## config.mk

```make
export PLATFORM = sky130hd
export DESIGN_NAME = mov_dest_sequencer
export DESIGN_NICKNAME = d
export VERILOG_FILES = /design/src/rtl/mov_dest_sequencer.sv
export SDC_FILE = /design/constraint.sdc
export NUM_CORES = 1
export LEC_CHECK = 0
export BUFFER_PORTS_ARGS = -buffer_cell sky130_fd_sc_hd__buf_2
export CORE_ASPECT_RATIO = 1.75
export CORE_UTILIZATION = 48
export DETAILED_ROUTE_END_ITERATION = 16
export GPL_TIMING_DRIVEN = 0
export PLACE_DENSITY = 0.76
export SKIP_CTS_REPAIR_TIMING = 1
export SLEW_MARGIN = 30
export SYNTH_ARGS = -nofsm -noshare
export SYNTH_HDL_FRONTEND = slang
export SYNTH_SLANG_ARGS = --single-unit
```

## constraint.sdc

```tcl
create_clock -name clk -period 1.8 [get_ports clk]
set_clock_uncertainty 0.2 [all_clocks]
set_input_delay 0.09 -clock clk [delete_from_list [all_inputs] [get_ports clk]]
set_output_delay 0.09 -clock clk [all_outputs]
set_load 0.05 [all_outputs]
```

## src/rtl/mov_dest_sequencer.sv

```systemverilog
// mov_dest_sequencer: registered move-destination sequencer.
// Turns one accepted move command into one or more one-hot destination
// beats (single, burst with wrap-around, broadcast or explicit mask).
// Both the command and destination sides use valid/ready handshakes.
module mov_dest_sequencer #(
    parameter int DEST_W = 4,
    parameter int N_DEST = 2**DEST_W,
    parameter int CNT_W  = 4
) (
    input  logic              clk,
    input  logic              rst_n,
    input  logic              enable,
    input  logic              cmd_valid,
    output logic              cmd_ready,
    input  logic [1:0]        cmd_mode,
    input  logic [DEST_W-1:0] cmd_dest,
    input  logic [CNT_W-1:0]  cmd_count,
    input  logic [N_DEST-1:0] cmd_mask,
    output logic [N_DEST-1:0] dest_onehot,
    output logic              dest_valid,
    input  logic              dest_ready,
    output logic              dest_last,
    output logic              busy
);

    localparam logic [1:0] MODE_SINGLE    = 2'b00;
    localparam logic [1:0] MODE_BURST     = 2'b01;
    localparam logic [1:0] MODE_BROADCAST = 2'b10;
    localparam logic [1:0] MODE_MASK      = 2'b11;

    typedef enum logic {
        IDLE,
        ISSUE
    } state_t;

    state_t              state;
    state_t              state_nxt;
    logic [DEST_W-1:0]   idx;
    logic [DEST_W-1:0]   idx_nxt;
    logic [CNT_W-1:0]    remaining;
    logic [CNT_W-1:0]    remaining_nxt;
    logic [N_DEST-1:0]   onehot_nxt;
    logic                last_nxt;
    logic                accept;
    logic [DEST_W-1:0]   idx_inc;

    // Index to one-hot select; the index width always covers N_DEST.
    function automatic logic [N_DEST-1:0] decode(input logic [DEST_W-1:0] i);
        logic [N_DEST-1:0] r;
        r    = '0;
        r[i] = 1'b1;
        return r;
    endfunction

    // Handshake and status flags are decoded from registered state only.
    assign cmd_ready  = (state == IDLE);
    assign dest_valid = (state == ISSUE);
    assign busy       = (state == ISSUE);
    assign accept     = cmd_valid && (state == IDLE);
    assign idx_inc    = idx + DEST_W'(1);

    // State register; reset abandons any command in flight.
    always_ff @(posedge clk or negedge rst_n) begin
        if (!rst_n) begin
            state <= IDLE;
        end else begin
            state <= state_nxt;
        end
    end

    // Beat datapath registers: current index, remaining beats, outputs.
    always_ff @(posedge clk or negedge rst_n) begin
        if (!rst_n) begin
            idx         <= '0;
            remaining   <= '0;
            dest_onehot <= '0;
            dest_last   <= 1'b0;
        end else begin
            idx         <= idx_nxt;
            remaining   <= remaining_nxt;
            dest_onehot <= onehot_nxt;
            dest_last   <= last_nxt;
        end
    end

    // Next-state and next-beat decode; holding by default gives stall stability.
    always_comb begin
        state_nxt     = state;
        idx_nxt       = idx;
        remaining_nxt = remaining;
        onehot_nxt    = dest_onehot;
        last_nxt      = dest_last;
        case (state)
            IDLE: begin
                if (accept && enable) begin
                    case (cmd_mode)
                        MODE_SINGLE: begin
                            onehot_nxt    = decode(cmd_dest);
                            last_nxt      = 1'b1;
                            idx_nxt       = cmd_dest;
                            remaining_nxt = '0;
                            state_nxt     = ISSUE;
                        end
                        MODE_BURST: begin
                            onehot_nxt    = decode(cmd_dest);
                            last_nxt      = (cmd_count == '0);
                            idx_nxt       = cmd_dest;
                            remaining_nxt = cmd_count;
                            state_nxt     = ISSUE;
                        end
                        MODE_BROADCAST: begin
                            onehot_nxt    = '1;
                            last_nxt      = 1'b1;
                            remaining_nxt = '0;
                            state_nxt     = ISSUE;
                        end
                        MODE_MASK: begin
                            if (cmd_mask != '0) begin
                                onehot_nxt    = cmd_mask;
                                last_nxt      = 1'b1;
                                remaining_nxt = '0;
                                state_nxt     = ISSUE;
                            end
                        end
                        default: begin
                            state_nxt = IDLE;
                        end
                    endcase
                end
            end
            ISSUE: begin
                if (dest_ready) begin
                    if (dest_last) begin
                        state_nxt     = IDLE;
                        onehot_nxt    = '0;
                        last_nxt      = 1'b0;
                        idx_nxt       = '0;
                        remaining_nxt = '0;
                    end else begin
                        idx_nxt       = idx_inc;
                        remaining_nxt = remaining - CNT_W'(1);
                        onehot_nxt    = decode(idx_inc);
                        last_nxt      = (remaining == CNT_W'(1));
                    end
                end
            end
            default: begin
                state_nxt = IDLE;
            end
        endcase
    end

endmodule

```

# == Word-level counts from Yosys, hierarchy flattened ==
# Index checks and enable logic that the tools add are counted.
# classes
addsub,2
magnitude_cmp,4
n_eq_ne,8
muxes,33
bitwise_logic,1
n_reduce_logical,12
# ops
cell,n
$mux W16,4
$pmux W16 S3,1
$mux W4,8
$pmux W16 S2,1
$pmux W4 S2,2
$reduce_bool A16 Y1,1
$pmux W4 S3,1
$lt A4 B5 Y1 const B,2
$mux W1,10
$demux W1 S4,2
$ge A4 B1 Y1 const B,2
$pmux W1 S2,3
$reduce_and A3 Y1,2
$add A4 B1 Y4 const B,1
$eq A2 B2 Y1 const B,2
$eq A4 B1 Y1 const B,1
$logic_and A1 B1 Y1,4
$logic_not A4 Y1,1
$ne A2 B2 Y1 const B,2
$reduce_or A2 Y1,2
$sub A4 B1 Y4 const B,1
$ne A3 B3 Y1 const B,1
$pmux W1 S3,1
$reduce_or A3 Y1,1
4 further kinds,4
# totals
register_bits,26
inputBits,31
out_inout_bits,20
word_cells,65

# == Logic depth before layout (Yosys ltp) ==
# logic_depth
ltp_word,8
depth_mapped,6

# == Least setup slack after synthesis ==
# OpenSTA, ideal clock, no wires.
# synth_timing
path_type,register to register
startpoint,"register state, in the netlist busy"
endpoint,register dest_onehot[0]
setup_ps,125
arrival_ps,1999
path_slack_ps,-524
path_stages_with_launch,7
path_buffers,2
cell_sequence,dfrtp_1 buf_2 inv_1 nand3_2 o22a_2 buf_6 mux2_4
# synth_via
elab_chain_len,5
word_cells_on_any_way,8
classes_between,eq/ne (3); mux (1); bitwise (1); reduce/logical (3)
# synth_lines
element,line,text
start: declaration,36,state_t state;
start signal: assignment,67,state <= state_nxt;
$not A1 Y1 (*),n/a,
via cmd_ready,14,"output logic cmd_ready,"
$logic_and A1 B1 Y1,59,assign accept = cmd_valid && (state == IDLE);
$logic_and A1 B1 Y1,95,if (accept && enable) begin
$ne A2 B1 Y1 (no source line),n/a,
$reduce_and A3 Y1 (no source line),n/a,
end signal: assignment,81,dest_onehot <= onehot_nxt;
end: declaration,19,"output logic [N_DEST-1:0] dest_onehot,"
# Mark *: on every way through the listed nets, which the timed path passes. The rest lies on a longest branch.
# A chain may end at the register's enable or synchronous reset.

# == Worst setup path after layout ==
# layout_timing
startpoint,register idx[1]
endpoint,register dest_onehot[1]
# layout_via
elab_chain_len,8
word_cells_on_any_way,9
classes_between,add/sub (1); order compare (2); mux (5); reduce/logical (1)
# layout_lines
element,line,text
start: declaration,38,logic [DEST_W-1:0] idx;
start signal: assignment,79,idx <= idx_nxt;
$add A4 B1 Y4 (*),60,assign idx_inc = idx + DEST_W'(1);
$lt A4 B5 Y1 (not written as such) / $ge A4 B1 Y1 (equally long branches),51,r[i] = 1'b1;
$logic_and A1 B1 Y1 (not written as such),51,
$mux W1 (not written as such),51,
$demux W1 S4 (*),51,
$mux W16 (*),133,if (dest_last) begin
$mux W16 (*),132,if (dest_ready) begin
$pmux W16 S2 (*),93,case (state)
# Every way passes the cells marked *; elsewhere a longest branch is shown, timed or not. The select of a mux whose other input is x is not followed.

==> flow_summary_export.csv <==
group,metric,value,unit
global_route,overflow,0,
critical_path,crit_path_start_kind,"flip-flop",
status,violations,"setup timing",
synthesis,syn_nets,225,
status,status,"finished, violations left",
floorplanning,die_area,4365,um2
place,io_buffers,50,
cts,clock_path_buffers,2,
critical_path,cp.arrival,1.81,ns
synthesis,synthFlopType,"dfrtp_1",
critical_path,end_kind,"flip-flop",
hold_path,worstHoldPathType,"in -> reg",
final_layout,drive_above_1_share,47.62,%
sta,finalCriticalPeriod,1.830,ns
sta,setup_slack,-0.03009,ns
global_route,grt_first_pass_wirelength,8.059,mm
final_layout,num_antenna_cells,0,
critical_path,critPathBufInv,0,
cts,clk_pin_slew,0.09,ns
sta,fmax,546.4,MHz
sta,maxSlewViolCount,0,
power,power.total,4.462,mW
sta,setup_violations,16,
floorplanning,initial_utilization,50.35,%
floorplanning,ios,51,
cts,worstSkewPairLatency,0.28,ns
detailed_routing,dr.first_iter.drc_count,60,
flow_run,drv_cap,0,
sta,fin_tns_setup,-0.1074,ns
critical_path,crit_type,"reg -> reg",
sta,worst_pin_slew,0.5841,ns
detailed_routing,antenna_left,0,
cts,htreeDepth,1,
place,post-place-ws,-0.3006,ns
power,peakVddDrop,1.059,mV
floorplanning,die_y,86.66,um
final_layout,fin_cells,300,
detailed_routing,routed_wl,5.695,mm
detailed_routing,vias,1870,
power,power.leakage,1.164,nW
sta,max-slew-margin-rel,60.98,%
synthesis,netlist_instances,187,
cts,tritoncts,"done",
synthesis,synth_cell_types,44,
cts,cts_buffers,3,
place,place.gp.congestion,0.8947,
critical_path,crit_fanout,8,
cts,clock-sinks,26,
final_layout,fin_nets,291,
synthesis,ys_async_sr_fraction,100.0,%
floorplanning,die_w,50.38,um
detailed_routing,drt_pass1_iterations,4,
synthesis,yosys.area.top_type,"dfrtp_1",
synthesis,seq_area_frac_synth,33.10,%
final_layout,syn_to_final_growth,37.49,%
floorplanning,coreArea,3904,um2
power,power_density,1651,nW/um2
critical_path,cp.required,1.78,ns
critical_path,path_delay_family,"flip-flops",
critical_path,slowest_delay,0.48,ns
synthesis,netlist.area_leader.share,33.10,%
global_route,grt_max_degree,27,
global_route,track_usage,24.09,%
sta,rsz0062_at_grt,"yes",
critical_path,crit_path_cell_trace,"ha_4 > xor2_4 > o32ai_2 > mux2_4",
detailed_routing,wl_per_cell,18.98,um
detailed_routing,drc,0,
synthesis,ys_top_cells_by_area,"dfrtp_1 33%, mux2_4 12%, o32ai_1 7.1%",
cts,cts-root-buf,"clkbuf_8",
synthesis,yosysWarnings,0,
detailed_routing,vias_per_cell,6.233,
sta,hold_violations,0,
synthesis,synth_edf_count,0,
place,dp.cells,285,
synthesis,synth-seq-cells,26,
place,place_hpwl,3.945,mm
synthesis,synth_area,1966,um2
synthesis,synth.avg_cell_area,10.51,um2
global_route,grt_pass1_vias,1745,
global_route,antenna_found_initial,0,
critical_path,crit_slowest_cell,"dfrtp_2",
floorplanning,num_rows,30,
sta,period_share,101.7,%
==> tightest hold or removal path: cells and delay by family <==
family | cells | cell delay (ns)
simple gates | 2 | 0.17
buf+inv | 1 | 0.11
compound gates | 1 | 0.08
mux | 1 | 0.08
==> stage by stage <==
step                      util (%)  cell area (um2)  hold WS [ns]
final                        69.23             2703       0.09454
after global routing         69.23             2703        0.1248
after CTS                    60.42             2359       -0.3749
after detailed placement     58.59             2287      -0.08144
after global placement       58.59             2287      -0.09174
after floorplan                  -             1977       -0.4056
==> power by group <==
group | total, mW | leakage [nW] | internal, mW | switching (mW)
sequential | 1.10 | 0.324 | 0.852 | 0.249
clock | 0.499 | 0.0357 | 0.298 | 0.201
combinational | 2.86 | 0.804 | 1.10 | 1.76
==> placed cells by master (no fill, tap or decap), types with 3 or more instances in the layout <==
cell and count:
a22o_1 3, mux2_4 16, mux2i_1 4, o22ai_1 14, a21oi_1 3, nand2_2 4, dfrtp_1 22, dfrtp_2 4
nor4b_1 4, buf_2 56, and4b_1 4, buf_4 4, ha_1 6, nand2_1 9, o32ai_1 3, nor4bb_1 6
nor4_1 3, inv_1 7, o32ai_2 13, nor2_1 4, dlygate4sd3_1 8, clkbuf_8 3, o21ai_0 10
==> registers in the layout, summed over array words and instances, names as in the netlist <==
signal       count
dest_last        1
idx              4
remaining        4
busy             1
dest_onehot     16
==> final timing paths <==
check                                                 from                         end  slack [ns]  cells past startpoint
worst min register to register  dest_onehot[8]$_DFFE_PN0P_  dest_onehot[8]$_DFFE_PN0P_        0.31                      1
max in group asynchronous                            rst_n              busy$_DFF_PN0_        0.88                      2
worst max register to register          idx[1]$_DFFE_PN0P_  dest_onehot[1]$_DFFE_PN0P_       -0.03                      4
worst max-delay path                    idx[1]$_DFFE_PN0P_  dest_onehot[1]$_DFFE_PN0P_       -0.03                      4
worst min-delay path                                enable       dest_last$_DFFE_PN0P_        0.09                      5
min in group asynchronous                            rst_n          idx[3]$_DFFE_PN0P_        0.12                      2
==> cell usage after synthesis (2+ instances only) <==
library cell and count:
o21ai_0 10, ha_1 7, o22ai_1 14, mux2_4 16
nor4b_1 4, inv_1 8, nand3_2 2, dfrtp_1 26
nand2_1 13, nor4_1 3, and4b_1 4, nor3_1 2
o32ai_1 16, a22oi_1 2, a21oi_1 3, o22a_1 2
mux2i_1 4, a22o_1 3, nor2_1 4, buf_6 2
nor4bb_1 6, nand2b_1 2, xor2_1 2, nor4_4 2
o31ai_1 2, clkbuf_1 2, buf_2 9
==> logic make-up (layout without fill, tap and decap cells) <==
kind of cell,after synthesis,after routing,share of synthesized area [%]
and+or+nand+nor,49,49,18.33
DFF,26,26,33.10
xor gates and xnor gates,4,4,2.165
muxes,20,20,14.26
adders and majority gates,7,7,4.456
AOI/OAI and AO/OA,59,59,21.96
buffers and inverters,22,87,5.729
==> layer usage <==
layer | track usage (%) | vias to the layer above | routed length (um)
li1 | - | 872 | -
met1 | 27.96 | 925 | 2252
met2 | 44.24 | 66 | 3137
met3 | 2.105 | 7 | 201
met4 | 9.596 | 0 | 103
met5 | 0 | - | 0
==> layout make-up <==
class	instances	area, um2
buffer	14	110.1
clock buffer	3	41.29
clock inverter	1	30.03
fill	311	1201
inverter	8	33.78
multi-input combinational	139	1406
sequential	26	655.6
tap	48	60.06
timing repair buffer	61	365.4
Power figures use the tool's default switching activity.
